### src/rtl/sseg_scan_if.sv
// -----------------------------------------------------------------------------
// sseg_scan_if
// Bundle of signals between the BCD datapath and the seven-segment scan driver.
//
// Optional feature macro: BRIGHTNESS_PWM_EN (adds the 4-bit duty input).
//
// Signals:
//   en        display enable, 1 = on
//   blank_lz  1 = blank leading zero digits
//   bcd_in    packed BCD, digit k = bcd_in[4k+3:4k], digit 0 least significant
//   dp_in     decimal point request per digit, 1 = lit
//   duty      (BRIGHTNESS_PWM_EN only) brightness, anode on while pwm_cnt <= duty
//   sseg_a_o  anode selects, active-low
//   sseg_c_o  cathodes {g,f,e,d,c,b,a}, active-low
//   sseg_dp_o decimal point cathode, active-low
//
// Modports: master = datapath/bench side, slave = driver side.
// -----------------------------------------------------------------------------
interface sseg_scan_if #(
  parameter int N_DIGITS = 4
);
  logic                    en;
  logic                    blank_lz;
  logic [4*N_DIGITS-1:0]   bcd_in;
  logic [N_DIGITS-1:0]     dp_in;
`ifdef BRIGHTNESS_PWM_EN
  logic [3:0]              duty;
`endif
  logic [N_DIGITS-1:0]     sseg_a_o;
  logic [6:0]              sseg_c_o;
  logic                    sseg_dp_o;

  modport master (
`ifdef BRIGHTNESS_PWM_EN
    output duty,
`endif
    output en, blank_lz, bcd_in, dp_in,
    input  sseg_a_o, sseg_c_o, sseg_dp_o
  );

  modport slave (
`ifdef BRIGHTNESS_PWM_EN
    input  duty,
`endif
    input  en, blank_lz, bcd_in, dp_in,
    output sseg_a_o, sseg_c_o, sseg_dp_o
  );
endinterface

### src/rtl/sseg_scan_driver.sv
// -----------------------------------------------------------------------------
// sseg_scan_driver
// Time-multiplexed driver for an N-digit common-anode seven-segment display.
// A prescaler holds each digit active for REFRESH_DIV cycles; the BCD and
// decimal-point inputs are snapshotted once per full scan (when the digit
// index wraps back to 0) so a displayed number never tears. Supports leading
// zero blanking, a dash for codes 10..15, and a display enable.
//
// Optional feature macro: BRIGHTNESS_PWM_EN
//   Defined   : a free-running 4-bit pwm counter gates the active anode, which
//               is low only while pwm_cnt <= bus.duty.
//   Undefined : the active anode is low for the whole digit period.
//
// Ports:
//   clk  system clock
//   rst  asynchronous reset, active-high
//   bus  sseg_scan_if.slave (inputs en/blank_lz/bcd_in/dp_in[/duty],
//        registered outputs sseg_a_o/sseg_c_o/sseg_dp_o)
// -----------------------------------------------------------------------------
module sseg_scan_driver #(
  parameter int N_DIGITS    = 4,
  parameter int REFRESH_DIV = 100000
) (
  input  logic        clk,
  input  logic        rst,
  sseg_scan_if.slave  bus
);

  localparam int PW = $clog2(REFRESH_DIV);
  localparam int IW = $clog2(N_DIGITS);
  localparam logic [PW-1:0] PRESC_LAST = PW'(REFRESH_DIV - 1);
  localparam logic [IW-1:0] IDX_LAST   = IW'(N_DIGITS - 1);

  // Active-low patterns {g,f,e,d,c,b,a}; codes 10..15 show a dash.
  function automatic logic [6:0] seg_decode(input logic [3:0] v);
    case (v)
      4'd0:    seg_decode = 7'b1000000;
      4'd1:    seg_decode = 7'b1111001;
      4'd2:    seg_decode = 7'b0100100;
      4'd3:    seg_decode = 7'b0110000;
      4'd4:    seg_decode = 7'b0011001;
      4'd5:    seg_decode = 7'b0010010;
      4'd6:    seg_decode = 7'b0000010;
      4'd7:    seg_decode = 7'b1111000;
      4'd8:    seg_decode = 7'b0000000;
      4'd9:    seg_decode = 7'b0010000;
      default: seg_decode = 7'b0111111;
    endcase
  endfunction

  // Scan state
  logic [PW-1:0]         presc_q, presc_d;
  logic [IW-1:0]         idx_q, idx_d;
  logic [4*N_DIGITS-1:0] snap_bcd_q, snap_bcd_d;
  logic [N_DIGITS-1:0]   snap_dp_q, snap_dp_d;

  // Registered pin drivers
  logic [N_DIGITS-1:0]   an_q, an_d;
  logic [6:0]            cath_q, cath_d;
  logic                  dp_q, dp_d;

`ifdef BRIGHTNESS_PWM_EN
  logic [3:0]            pwm_q, pwm_d;
`endif

  logic                  tick;
  logic                  wrap;
  logic                  pwm_on;
  logic                  zeros_above;
  logic [N_DIGITS-1:0]   lz_blank;
  logic [3:0]            cur_digit;
  logic                  cur_blank;

  // Prescaler, digit index and per-scan snapshot
  always_comb begin
    // NOTE: every signal assigned in a combinational block gets a default
    // first, so no path can leave it unassigned and infer a latch.
    tick       = (presc_q == PRESC_LAST);
    wrap       = tick && (idx_q == IDX_LAST);
    presc_d    = tick ? '0 : presc_q + 1'b1;
    idx_d      = idx_q;
    snap_bcd_d = snap_bcd_q;
    snap_dp_d  = snap_dp_q;
    if (tick) begin
      idx_d = (idx_q == IDX_LAST) ? '0 : idx_q + 1'b1;
    end
    // Capture only when the scan restarts so all digits come from one sample.
    if (wrap) begin
      snap_bcd_d = bus.bcd_in;
      snap_dp_d  = bus.dp_in;
    end
  end

  // Leading-zero mask: a digit is blankable when it and every digit above it
  // are zero. Digit 0 always stays visible.
  always_comb begin
    zeros_above = 1'b1;
    lz_blank    = '0;
    for (int k = N_DIGITS - 1; k >= 0; k--) begin
      zeros_above = zeros_above & (snap_bcd_q[4*k +: 4] == 4'd0);
      lz_blank[k] = zeros_above;
    end
    lz_blank[0] = 1'b0;
  end

`ifdef BRIGHTNESS_PWM_EN
  always_comb begin
    pwm_d  = pwm_q + 4'd1;
    pwm_on = (pwm_q <= bus.duty);
  end
`else
  always_comb begin
    pwm_on = 1'b1;
  end
`endif

  // Output decode from the current index and snapshot
  always_comb begin
    cur_digit = snap_bcd_q[{idx_q, 2'b00} +: 4];
    cur_blank = bus.blank_lz && lz_blank[idx_q];
    an_d      = '1;
    cath_d    = 7'h7F;
    dp_d      = 1'b1;
    if (bus.en) begin
      if (pwm_on) begin
        an_d = ~(N_DIGITS'(1) << idx_q);
      end
      if (!cur_blank) begin
        cath_d = seg_decode(cur_digit);
        dp_d   = ~snap_dp_q[idx_q];
      end
    end
  end

  always_ff @(posedge clk or posedge rst) begin
    // NOTE: the snapshot registers are reset as well, so the first scan after
    // reset shows a defined all-zero number instead of power-up garbage.
    if (rst) begin
      presc_q    <= '0;
      idx_q      <= '0;
      snap_bcd_q <= '0;
      snap_dp_q  <= '0;
      an_q       <= '1;
      cath_q     <= 7'h7F;
      dp_q       <= 1'b1;
`ifdef BRIGHTNESS_PWM_EN
      pwm_q      <= '0;
`endif
    end else begin
      // NOTE: sequential state uses non-blocking assignments so every flop
      // samples pre-edge values regardless of statement order.
      presc_q    <= presc_d;
      idx_q      <= idx_d;
      snap_bcd_q <= snap_bcd_d;
      snap_dp_q  <= snap_dp_d;
      an_q       <= an_d;
      cath_q     <= cath_d;
      dp_q       <= dp_d;
`ifdef BRIGHTNESS_PWM_EN
      pwm_q      <= pwm_d;
`endif
    end
  end

  assign bus.sseg_a_o  = an_q;
  assign bus.sseg_c_o  = cath_q;
  assign bus.sseg_dp_o = dp_q;

endmodule

### src/flat_wrapper.sv
// flat-port wrapper written by rule: the top's interface ports become plain ports
module sseg_scan_driver_flat 
#(
  parameter int N_DIGITS    = 4,
  parameter int REFRESH_DIV = 100000
)
  (clk, rst, bus_en, bus_blank_lz, bus_bcd_in, bus_dp_in, bus_sseg_a_o, bus_sseg_c_o, bus_sseg_dp_o);
  sseg_scan_if #(.N_DIGITS(N_DIGITS)) bus_i ();
  input  logic clk;
  input  logic rst;
  input wire logic [$bits(bus_i.en)-1:0] bus_en;
  input wire logic [$bits(bus_i.blank_lz)-1:0] bus_blank_lz;
  input wire logic [$bits(bus_i.bcd_in)-1:0] bus_bcd_in;
  input wire logic [$bits(bus_i.dp_in)-1:0] bus_dp_in;
  output wire logic [$bits(bus_i.sseg_a_o)-1:0] bus_sseg_a_o;
  output wire logic [$bits(bus_i.sseg_c_o)-1:0] bus_sseg_c_o;
  output wire logic [$bits(bus_i.sseg_dp_o)-1:0] bus_sseg_dp_o;
  assign bus_i.en = bus_en;
  assign bus_i.blank_lz = bus_blank_lz;
  assign bus_i.bcd_in = bus_bcd_in;
  assign bus_i.dp_in = bus_dp_in;
  assign bus_sseg_a_o = bus_i.sseg_a_o;
  assign bus_sseg_c_o = bus_i.sseg_c_o;
  assign bus_sseg_dp_o = bus_i.sseg_dp_o;
  sseg_scan_driver #(.N_DIGITS(N_DIGITS), .REFRESH_DIV(REFRESH_DIV)) u_core (.clk(clk), .rst(rst), .bus(bus_i));
endmodule
### config.mk
export PLATFORM = sky130hd
export DESIGN_NAME = sseg_scan_driver_flat
export DESIGN_NICKNAME = d
export VERILOG_FILES = /design/src/rtl/sseg_scan_if.sv /design/src/rtl/sseg_scan_driver.sv /design/src/flat_wrapper.sv
export SDC_FILE = /design/constraint.sdc
export NUM_CORES = 1
export LEC_CHECK = 0
export ABC_CLOCK_PERIOD_IN_PS = 2020
export BUFFER_PORTS_ARGS = -buffer_cell sky130_fd_sc_hd__buf_2
export CORE_ASPECT_RATIO = 1.75
export CORE_MARGIN = 2
export CORE_UTILIZATION = 35
export DETAILED_ROUTE_END_ITERATION = 8
export PLACE_DENSITY_LB_ADDON = 0.08
export SLEW_MARGIN = 10
export SYNTH_ARGS = -nofsm -noshare
export SYNTH_HDL_FRONTEND = slang
export SYNTH_SLANG_ARGS = --single-unit
### constraint.sdc
create_clock -name clk -period 2.02 [get_ports clk]
set_clock_uncertainty 0.15 [all_clocks]
set_input_delay 0.202 -clock clk [delete_from_list [all_inputs] [get_ports clk]]
set_output_delay 0.202 -clock clk [all_outputs]
set_load 0.02 [all_outputs]
Word level (Yosys, flattened, before mapping)
Memory sizes are Yosys's and may differ from the RTL's.
Cells that the tools add are included.

storage, ports and cells
  memory bits (read-only) = 112
  register bits after elaboration = 51
  bits in writable memories = 0
  word-level logic and storage cells = 35
  bits in latches = 0
  memories = 1
  output and inout port bits = 12

memories
  memory           words  bits a word  read ports  clocked after Yosys merged registers in  write ports  line                    text
  (no name shown)  16     7            1           0                                        0            sseg_scan_driver.sv:36  case (v)

operators by class
  shift operators = 2
  bitwise logic cells = 4
  eq/ne operators = 2
  multiplexer cells = 11
  add/subtract/negate cells = 2
  reductions and logical operators = 5
  multipliers = 0
  div/mod/pow operators = 0
  $lt $le $gt $ge = 1

operator list
  kind                                                 number
  adder 17 x 1 -> 17 bit (second input constant)       1
  == test 17 bit (second input constant)               1
  two-way mux 17 bit                                   1
  indexed part select 16 x 5 -> 4 bit                  1
  two-way mux 7 bit                                    2
  logical NOT 4 bit                                    3
  binary-select mux 1 bit (select 2 bit)               2
  two-way mux 1 bit                                    4
  two-way mux 4 bit                                    1
  inverter 4 bit                                       1
  left shift 1 x 2 -> 4 bit (first input constant)     1
  < comparator 2 x 3 -> 1 bit (second input constant)  1
  adder 2 x 1 -> 2 bit (second input constant)         1
  bitwise AND 1 bit                                    2
  == test 2 bit (second input constant)                1
  logical AND 1 bit                                    2
  two-way mux 2 bit                                    1
  inverter 1 bit                                       1

Longest topological paths before layout
Gate-level depths: netlist of the first run.

  word-level depth = 8
  gate-level depth with buffers = 7

Worst setup path after synthesis of the first run
Ideal clock, no wire load.

  path type = register to register
  start = reg u_core.idx_q[0]
  end = reg u_core.cath_q[1] (netlist: u_core.bus.sseg_c_o[1])
  path slack = 108 ps
  stages on the path, launching flop included = 7
  data arrival time = 1673 ps
  clock period less this slack = 1912 ps
  setup time = 88 ps
  cells stage by stage = dfrtp_1 buf_6 mux4_1 inv_1 ha_1 o21ai_0 nand2_1

on the way
  word-level cells in the longest chain between the ends = 5

RTL lines
  element                                                                           line                     text
  from (decl)                                                                       sseg_scan_driver.sv:53   logic [IW-1:0] idx_q, idx_d;
  from (signal assigned)                                                            sseg_scan_driver.sv:153  idx_q <= idx_d;
  parallel branches: the longest is 3 deep, another holds memory read (16 x 7 bit)  -
  two-way mux 7 bit (*)                                                             sseg_scan_driver.sv:128  if (!cur_blank) begin
  two-way mux 7 bit (*)                                                             sseg_scan_driver.sv:124  if (bus.en) begin
  net u_core.cath_d[1]                                                              sseg_scan_driver.sv:59   logic [6:0] cath_q, cath_d;
  to (signal assigned)                                                              sseg_scan_driver.sv:157  cath_q <= cath_d;
  to (decl)                                                                         sseg_scan_driver.sv:59

Mark *: on every way through the listed nets, which the timed path passes. The select of a mux whose other input is x is not followed.
A chain may end at the register's enable or synchronous reset.

Worst setup path after layout of the first run
Ends and elaborated chain as after synthesis.

==> run summary, run 1 <==
Outcome: finished clean
Max IR drop VDD: 0.0004400 V
Count of cell types in the netlist: 36
Async set-reset flop share out of synthesis: 100.0%
Synth Instances: 195
Setup TNS Final: 0 ns
Top-area cell type share of the netlist area: 40.37%
Vias in the first global route: 1,780
Initial antenna violation count: 0
Drt pass-1 iters: 3
Grt ovf: 0
WL final: 5.144 mm
Overall power: 2.097 mW
Post-synth EDFFs: 0
Commonest non-fill, non-tap cells in the layout: dfrtp_1, buf_2, mux2_2, dlygate4sd3_1, nand2_1
Worst setup path class: reg -> reg
First-pass GRT wire length: 8.611 mm
Post-Syn Area: 2417 sq um
WP data arrival: 1.95 ns
Worst min-delay path category: in -> reg
Final critical-path required period: 1.898 ns
Area growth, synth to finish: 28.93%
Boundary Pins: 36
Number of synthesized register bits: 51
Core area: 6756 sq um
DRT iter0 DRCs: 40
Vias: 1,670
Layout cells sized above 1: 36.74%
Max stage delay on crit path: 0.59 ns
Ys flop type: dfrtp_1
Worst setup EP type: flip-flop
Worst path cell trace: mux4_2 -> inv_1 -> ha_1 -> o21ai_0 -> nand2_1
Area leader, netlist: dfrtp_1
DPL Wire Length: 3.947 mm
CTS tree: yes
Sinks on Clock Net: 51
H-tree depth: 2
Die H: 113.9 microns
Num rows: 40
Final setup violation count: 0
Sequential element share of the synthesized area: 53.42%
Nets: 297
Area of the die: 7613 sq um
Max Root-Sink Buffers: 2
CTS Buf Count: 5
Max Slew Vio Count: 0
Gp weighted congestion: 0.7292
WP data required: 2.07 ns
CP Launch Type: flip-flop
Ant. Diodes: 0
Die Span X: 66.82 microns
Synth Area per Inst: 12.40 sq um
RSZ-0062 raised after global routing: false
LEAKAGE: 1.380 nW
Vias per Instance: 4.799
Worst-Skew Late Latency: 0.29 ns
Initial Utilization: 35.78%
Remaining DRCs: 0
Crit share post-route: 93.97%
Post-CTS Setup Bufs: 0
Commonest non-fill, non-tap cell in the layout: dfrtp_1
Synthesis Warnings: 0
Port Buf Inserts: 35
Max Cap Viol: 0
Root buf cell: clkbuf_16
Routed Antenna Nets: 0
Largest net degree at the start of global routing: 33
Total GRT Usage: 15.43%
Slew @ Worst Pin: 0.4310 ns
Clock-pin slew on the worst setup and hold paths: 0.06 ns
Worst relative slew slack: 71.23%
Slowest-stage cell, CP: mux4_2
Synth top area cells: dfrtp_1, dfstp_2, mux2_2
Max FO, Critical Path: 6
Net Count, Synth: 229
F_max: 526.8 MHz
Final hold violations: 0
Routed len/inst: 14.78 microns
Pwr dens: 672.8 nW/um^2
[final timing paths]
check / from / endpoint / slack (ns) / depth (start not counted)
setup / recovery: u_core.idx_q[0] / u_core.bus.sseg_c_o[1] / 0.12 / 5
hold / removal: bus_dp_in[2] / u_core.snap_dp_q[2] / 0.003 / 2
setup reg to reg: u_core.idx_q[0] / u_core.bus.sseg_c_o[1] / 0.12 / 5
hold reg to reg: u_core.snap_dp_q[2] / u_core.snap_dp_q[2] / 0.36 / 1
max in group asynchronous: rst / u_core.bus.sseg_a_o[3] / 0.82 / 4
min in group asynchronous: rst / u_core.idx_q[1] / 0.31 / 3
[registers in the layout, summed over array words and instances (netlist names)]
name / flops
u_core.bus.sseg_dp_o: 1
u_core.bus.sseg_a_o: 4
u_core.snap_dp_q: 4
u_core.bus.sseg_c_o: 7
u_core.idx_q: 2
u_core.presc_q: 17
u_core.snap_bcd_q: 16
[cells in the mapped netlist (5+ instances only)]
| master | number |
|---|---|
| dfrtp_1 | 39 |
| mux2_2 | 20 |
| o21ai_0 | 6 |
| ha_1 | 10 |
| nor2_1 | 13 |
| inv_1 | 10 |
| nand2_1 | 16 |
| xnor2_1 | 5 |
| nand3_1 | 5 |
| xor2_1 | 9 |
| dfstp_2 | 12 |
| nand4_1 | 5 |
[repair_timing]
action | 4_1_cts | 5_1_grt
hold buffers | 18 | 0
resized for setup | 0 | 2
endpoints found under the setup margin | 0 | 8
hold endpoints to repair | 26 | 0
[critical path, delay by kind of cell, from the launching register on]
family | cells | cell delay (ns)
muxes | 1 | 0.59
DFF | 1 | 0.43
adders and majority gates | 1 | 0.26
AOI/OAI and AO/OA | 1 | 0.18
buffers and inverters | 1 | 0.13
and+or+nand+nor | 1 | 0.07
[per-stage QoR]
stage,cells,hold WS (ns),setup slack (ns),instance area [sq um],utilization (%)
global route,348,0.004619,0.01163,3117,46.13
CTS,348,0.0004581,0.03442,3110,46.04
finish,348,0.002599,0.1218,3117,46.13
global placement,322,0.08210,0.07242,2783,41.19
detailed placement,322,0.08225,0.03936,2783,41.19
floorplan,195,0.2025,0.1084,2417,-
[power breakdown]
part / switching (mW) / total (mW) / internal, mW
sequential: 0.0180 / 1.08 / 1.06
combinational: 0.0841 / 0.172 / 0.0883
clock: 0.353 / 0.844 / 0.491
[routing by layer]
| layer | track usage, % | routed length (microns) | vias to the layer above |
|---|---|---|---|
| li1 | - | - | 826 |
| met1 | 16.43 | 1961 | 813 |
| met2 | 28.47 | 2940 | 23 |
| met3 | 3.156 | 141 | 8 |
| met4 | 6.531 | 101 | 0 |
| met5 | 0 | 0 | - |
[cell type report]
class / count / area [sq um]
Inverter: 10 / 37.54
Timing Repair Buffer: 67 / 485.5
Fill cell: 628 / 3640
Sequential cell: 51 / 1292
Clock inverter: 1 / 5.005
Multi-Input combinational cell: 128 / 1049
Clock buffer: 7 / 142.6
Tap cell: 84 / 105.1
[logic make-up after synthesis]
logic type,after synthesis,share of synthesized area (%)
AO/OA/AOI/OAI,18,5.072
multiplexers,25,14.29
XOR/XNOR,14,5.073
flip-flops,51,53.42
AND/OR/NAND/NOR,61,13.56
adder cells (fa/ha/maj),10,5.176
buffers and inverters,16,3.416
Power figures use the tool's default switching activity.
==> inputs of run 2 (changes only) <==
--- a/config.mk
+++ b/config.mk
@@ -9,7 +9,7 @@
 export BUFFER_PORTS_ARGS = -buffer_cell sky130_fd_sc_hd__buf_2
 export CORE_ASPECT_RATIO = 1.75
 export CORE_MARGIN = 2
-export CORE_UTILIZATION = 35
+export CORE_UTILIZATION = 30
 export DETAILED_ROUTE_END_ITERATION = 8
 export PLACE_DENSITY_LB_ADDON = 0.08
 export SLEW_MARGIN = 10
==> run summary, run 2 (synthesized netlist as in run 1, its figures left out) <==
H-tree depth: 2
LEAKAGE: 1.420 nW
Drt pass-1 iters: 4
Multi-input logic area: 1045 sq um
Remaining DRCs: 0
Sinks on Clock Net: 51
Combinational power share: 7.7%
Max Cap Viol: 0
Nets: 302
Boundary Pins: 36
R2R setup slack: 0.08 ns
Root buf cell: clkbuf_16
CTS Buf Count: 5
Vias per Instance: 4.864
Worst-Skew Late Latency: 0.29 ns
Largest net degree at the start of global routing: 24
Vias: 1,746
CP Capture Point: u_core.bus.sseg_c_o[3]
Outcome: finished clean
Hold Slack: 0.006869 ns
Pint: 1.865 mW
Commonest non-fill, non-tap cell in the layout: dfrtp_1
Port Buf Inserts: 35
Initial antenna violation count: 0
Worst setup path class: reg -> reg
Worst setup EP type: flip-flop
Cell count of the worst reg-to-reg path: 5
Die H: 122.7 microns
Routed Antenna Nets: 0
Layout cells sized above 1: 39.78%
Area of the die: 8820 sq um
Die Span X: 71.86 microns
Worst Setup SP: u_core.idx_q[0]
CP Launch Type: flip-flop
Filler cells: 788
Num rows: 43
Worst min-delay path category: in -> reg
DPL Wire Length: 4.338 mm
Commonest non-fill, non-tap cells in the layout: dfrtp_1, buf_2, mux2_2, buf_4, nand2_1
Clock-pin slew on the worst setup and hold paths: 0.07 ns
WP data arrival: 1.99 ns
Max IR drop VDD: 0.0003762 V
WP data required: 2.07 ns
Max Root-Sink Buffers: 2
Switching power total: 475.4 uW
Core area: 7855 sq um
Slew @ Worst Pin: 0.4333 ns
CTS tree: yes
Final setup violation count: 0
RSZ-0062 raised after global routing: false
Total GRT Usage: 14.26%
Largest Register: u_core.presc_q
Max Slew Vio Count: 0
Max FO, Critical Path: 6
Area growth, synth to finish: 32.04%
Reg2reg start: u_core.idx_q[0]
Register Area: 1292 sq um
Routed len/inst: 15.86 microns
First-pass GRT wire length: 9.453 mm
Grt ovf: 0
Setup TNS Final: 0 ns
Switching share of total power: 20.32%
Final hold violations: 0
Number of flip-flops in the largest register: 17
Seq pwr share: 46.1%
Pwr dens: 733.1 nW/um^2
WL final: 5.695 mm
Crit share post-route: 95.92%
DRT iter0 DRCs: 45
Final critical-path required period: 1.938 ns
Clock power share: 46.2%
F_max: 516.1 MHz
Gp weighted congestion: 0.8417
Ant. Diodes: 0
Crit Reg-Reg Endpoint: u_core.bus.sseg_c_o[3]
Initial Utilization: 30.77%
Worst relative slew slack: 71.11%
Vias in the first global route: 1,941
[run 2: changes by cell type in the layout (fill, tap and decap cells not counted), sizes merged]
cell,change
buf,+8
bufinv,+2
clkbuf,-1
clkinv,-1
dlygate4sd3,-3
[run 2: metal layers]
layer | global-route usage (%) | share of wire, % | up-vias
li1 | - | - | 832
met1 | 13.48 | 35 | 872
met2 | 28.30 | 60 | 28
met3 | 2.463 | 2.4 | 14
met4 | 7.075 | 2.9 | 0
met5 | 0 | 0 | -
[run 2: worst max-delay path, stage by stage, from the launching register on]
cell      delay (ns)
dfrtp_2         0.44
buf_4           0.15
mux4_2          0.53
a21o_1          0.20
a211oi_2        0.27
a32oi_1         0.11
[run 2: what timing repair did]
action,CTS,global route
hold buffers,14,1
buffers inserted,0,2
setup endpoints to repair,3,5
resized for setup,1,3
hold endpoints to repair,25,1
[run 2: worst min path at each step]
stage	slack (ns)	depth (start not counted)	to	startpoint
floorplan	0.20	1	u_core.snap_bcd_q[0]	bus_bcd_in[0]
global placement	0.06	2	u_core.snap_bcd_q[11]	rst
detailed placement	0.07	2	u_core.snap_bcd_q[11]	rst
CTS	0.0004	2	u_core.snap_bcd_q[8]	bus_bcd_in[8]
global route	0.004	2	u_core.snap_bcd_q[14]	bus_bcd_in[14]
finish	0.007	2	u_core.snap_bcd_q[14]	bus_bcd_in[14]
[run 2: layout make-up]
type / instances / area share (%)
clock inverter: 2 / 1.882
tap: 90 / 3.528
multi-input combinational: 128 / 32.73
timing repair buffer: 72 / 16.15
inverter: 10 / 1.176
clock buffer: 6 / 4.038
sequential: 51 / 40.49
[run 2: power groups by stage]
stage | registers (mW) | logic (mW) | clock network (mW)
3_3_place_gp | 1.10 | 0.159 | 0
4_1_cts | 1.08 | 0.181 | 1.13
5_1_grt | 1.08 | 0.201 | 1.16
6_report | 1.08 | 0.180 | 1.08
3_5_place_dp | 1.10 | 0.160 | 0
2_1_floorplan | 1.11 | 0.0724 | 0
[run 2: metrics by stage]
step | utilization [%] | cell area (sq um) | cells | setup WS, ns | power (mW)
final | 40.63 | 3192 | 359 | 0.08246 | 2.340
after global routing | 40.63 | 3192 | 359 | 0.01622 | 2.439
after CTS | 40.30 | 3166 | 356 | 0.03546 | 2.389
after detailed placement | 36.09 | 2835 | 334 | -0.003638 | 1.259
after global placement | 36.09 | 2835 | 334 | 0.007653 | 1.257
after floorplan | - | 2417 | 195 | 0.1084 | 1.180
==> inputs of run 3 (changes only) <==
--- a/config.mk
+++ b/config.mk
@@ -6,11 +6,12 @@
 export NUM_CORES = 1
 export LEC_CHECK = 0
 export ABC_CLOCK_PERIOD_IN_PS = 2020
-export BUFFER_PORTS_ARGS = -buffer_cell sky130_fd_sc_hd__buf_2
 export CORE_ASPECT_RATIO = 1.75
 export CORE_MARGIN = 2
 export CORE_UTILIZATION = 30
 export DETAILED_ROUTE_END_ITERATION = 8
+export DONT_BUFFER_PORTS = 1
+export GPL_TIMING_DRIVEN = 0
 export PLACE_DENSITY_LB_ADDON = 0.08
 export SLEW_MARGIN = 10
 export SYNTH_ARGS = -nofsm -noshare
==> run summary, run 3 (synthesized netlist as in run 1, its figures left out) <==
Outcome: finished clean
Setup TNS Final: 0 ns
Max IR drop VDD: 0.0002795 V
Root buf cell: clkbuf_16
R2R setup slack: 0.07 ns
Core area: 7855 sq um
CTS tree: yes
LEAKAGE: 1.267 nW
F_max: 513.6 MHz
Final setup violation count: 0
Area of the die: 8820 sq um
Commonest non-fill, non-tap cells in the layout: dfrtp_1, dlygate4sd3_1, mux2_2, nand2_1, nor2_1
Worst setup path class: reg -> reg
Max Root-Sink Buffers: 2
Ant. Diodes: 0
Clock-pin slew on the worst setup and hold paths: 0.07 ns
Boundary Pins: 36
WP data arrival: 1.99 ns
Largest Register: u_core.presc_q
Die Span X: 71.86 microns
Final critical-path required period: 1.947 ns
Routed len/inst: 17.46 microns
Total GRT Usage: 14.04%
WP data required: 2.06 ns
CP Launch Type: flip-flop
Overall power: 2.223 mW
CTS Buf Count: 5
Commonest non-fill, non-tap cell in the layout: dfrtp_1
Num rows: 43
Worst-Skew Late Latency: 0.29 ns
H-tree depth: 2
Sinks on Clock Net: 51
Routed Antenna Nets: 0
RSZ-0062 raised after global routing: false
Worst min-delay path category: in -> reg
Max Slew Vio Count: 0
WL final: 5.606 mm
Port Buf Inserts: 0
Pwr dens: 734.8 nW/um^2
Worst relative slew slack: 66.28%
DRT iter0 DRCs: 49
First-pass GRT wire length: 9.259 mm
Vias per Instance: 5.143
Number of placed instances, taps included: 286
Slew @ Worst Pin: 0.5050 ns
Vias in the first global route: 1,823
Finished Layout Cells: 321
Max Cap Viol: 0
DPL Wire Length: 4.132 mm
Max FO, Critical Path: 8
Number of flip-flops in the largest register: 17
Largest net degree at the start of global routing: 30
Crit share post-route: 96.39%
Drt pass-1 iters: 4
Worst setup EP type: flip-flop
Die H: 122.7 microns
Initial Utilization: 30.77%
Area growth, synth to finish: 25.16%
Nets: 264
Initial antenna violation count: 0
Grt ovf: 0
Vias: 1,651
Remaining DRCs: 0
Layout cells sized above 1: 29.87%
Final hold violations: 0
Gp weighted congestion: 0.8293
[run 3: routing by layer]
metal / part of all wire (%) / global-route usage (%) / wire, microns / up-vias
met5: 0 / 0 / 0 / -
met4: 4.1 / 8.255 / 229 / 0
met3: 3.4 / 3.120 / 188 / 17
met2: 58 / 26.62 / 3251 / 35
met1: 35 / 13.39 / 1936 / 840
li1: - / - / - / 759
[run 3: area by class of cell]
cell class	count	area (sq um)
fillers	777	4830
clock buffers	6	138.9
repair buffers	29	282.8
plain buffers	5	42.54
multi-input cells	128	1082
well taps	90	112.6
inverters	10	40.04
clock inverters	2	35.03
flip-flops and latches	51	1291
[run 3: report_power, final]
part           switching, mW  total (mW)  internal (mW)
sequential            0.0340        1.10           1.06
clock                  0.371       0.987          0.616
combinational         0.0648       0.138         0.0734
total                  0.470        2.22           1.75
[run 3: timing repair]
item / 4_1_cts / 5_1_grt
endpoints found under the hold margin: 31 / 0
endpoints found under the setup margin: 35 / 22
hold buffers: 21 / 0
gates resized for setup: 9 / 8
pin swaps: 0 / 1
cloned: 1 / 0
setup buffers: 3 / 3
[run 3: metrics by stage]
stage	utilization (%)	hold WS (ns)	cell area (sq um)	setup WS (ns)
2_1_floorplan	-	0.2025	2417	0.1084
3_3_place_gp	32.21	0.2034	2530	-0.06383
3_5_place_dp	32.46	-0.004067	2550	-0.1775
4_1_cts	37.77	0.07117	2967	0.004319
5_1_grt	38.52	0.1037	3025	0.003261
6_report	38.52	0.07095	3025	0.07283
[run 3: worst max-delay path, cell delays in order (launching register included)]
cell and delay, ns:
dfrtp_1 0.38, buf_6 0.16, mux4_2 0.59, a21o_1 0.22
a211oi_2 0.23, a32oi_1 0.12
[run 3: path summary, 6_finish.rpt]
path	to	startpoint	cells past startpoint
max	u_core.bus.sseg_c_o[3]	u_core.idx_q[0]	5
min	u_core.bus.sseg_a_o[1]	bus_en	2
max reg2reg	u_core.bus.sseg_c_o[3]	u_core.idx_q[0]	5
min reg2reg	u_core.presc_q[12]	u_core.presc_q[12]	1
max in group asynchronous	u_core.bus.sseg_dp_o	rst	3
min in group asynchronous	u_core.presc_q[0]	rst	2
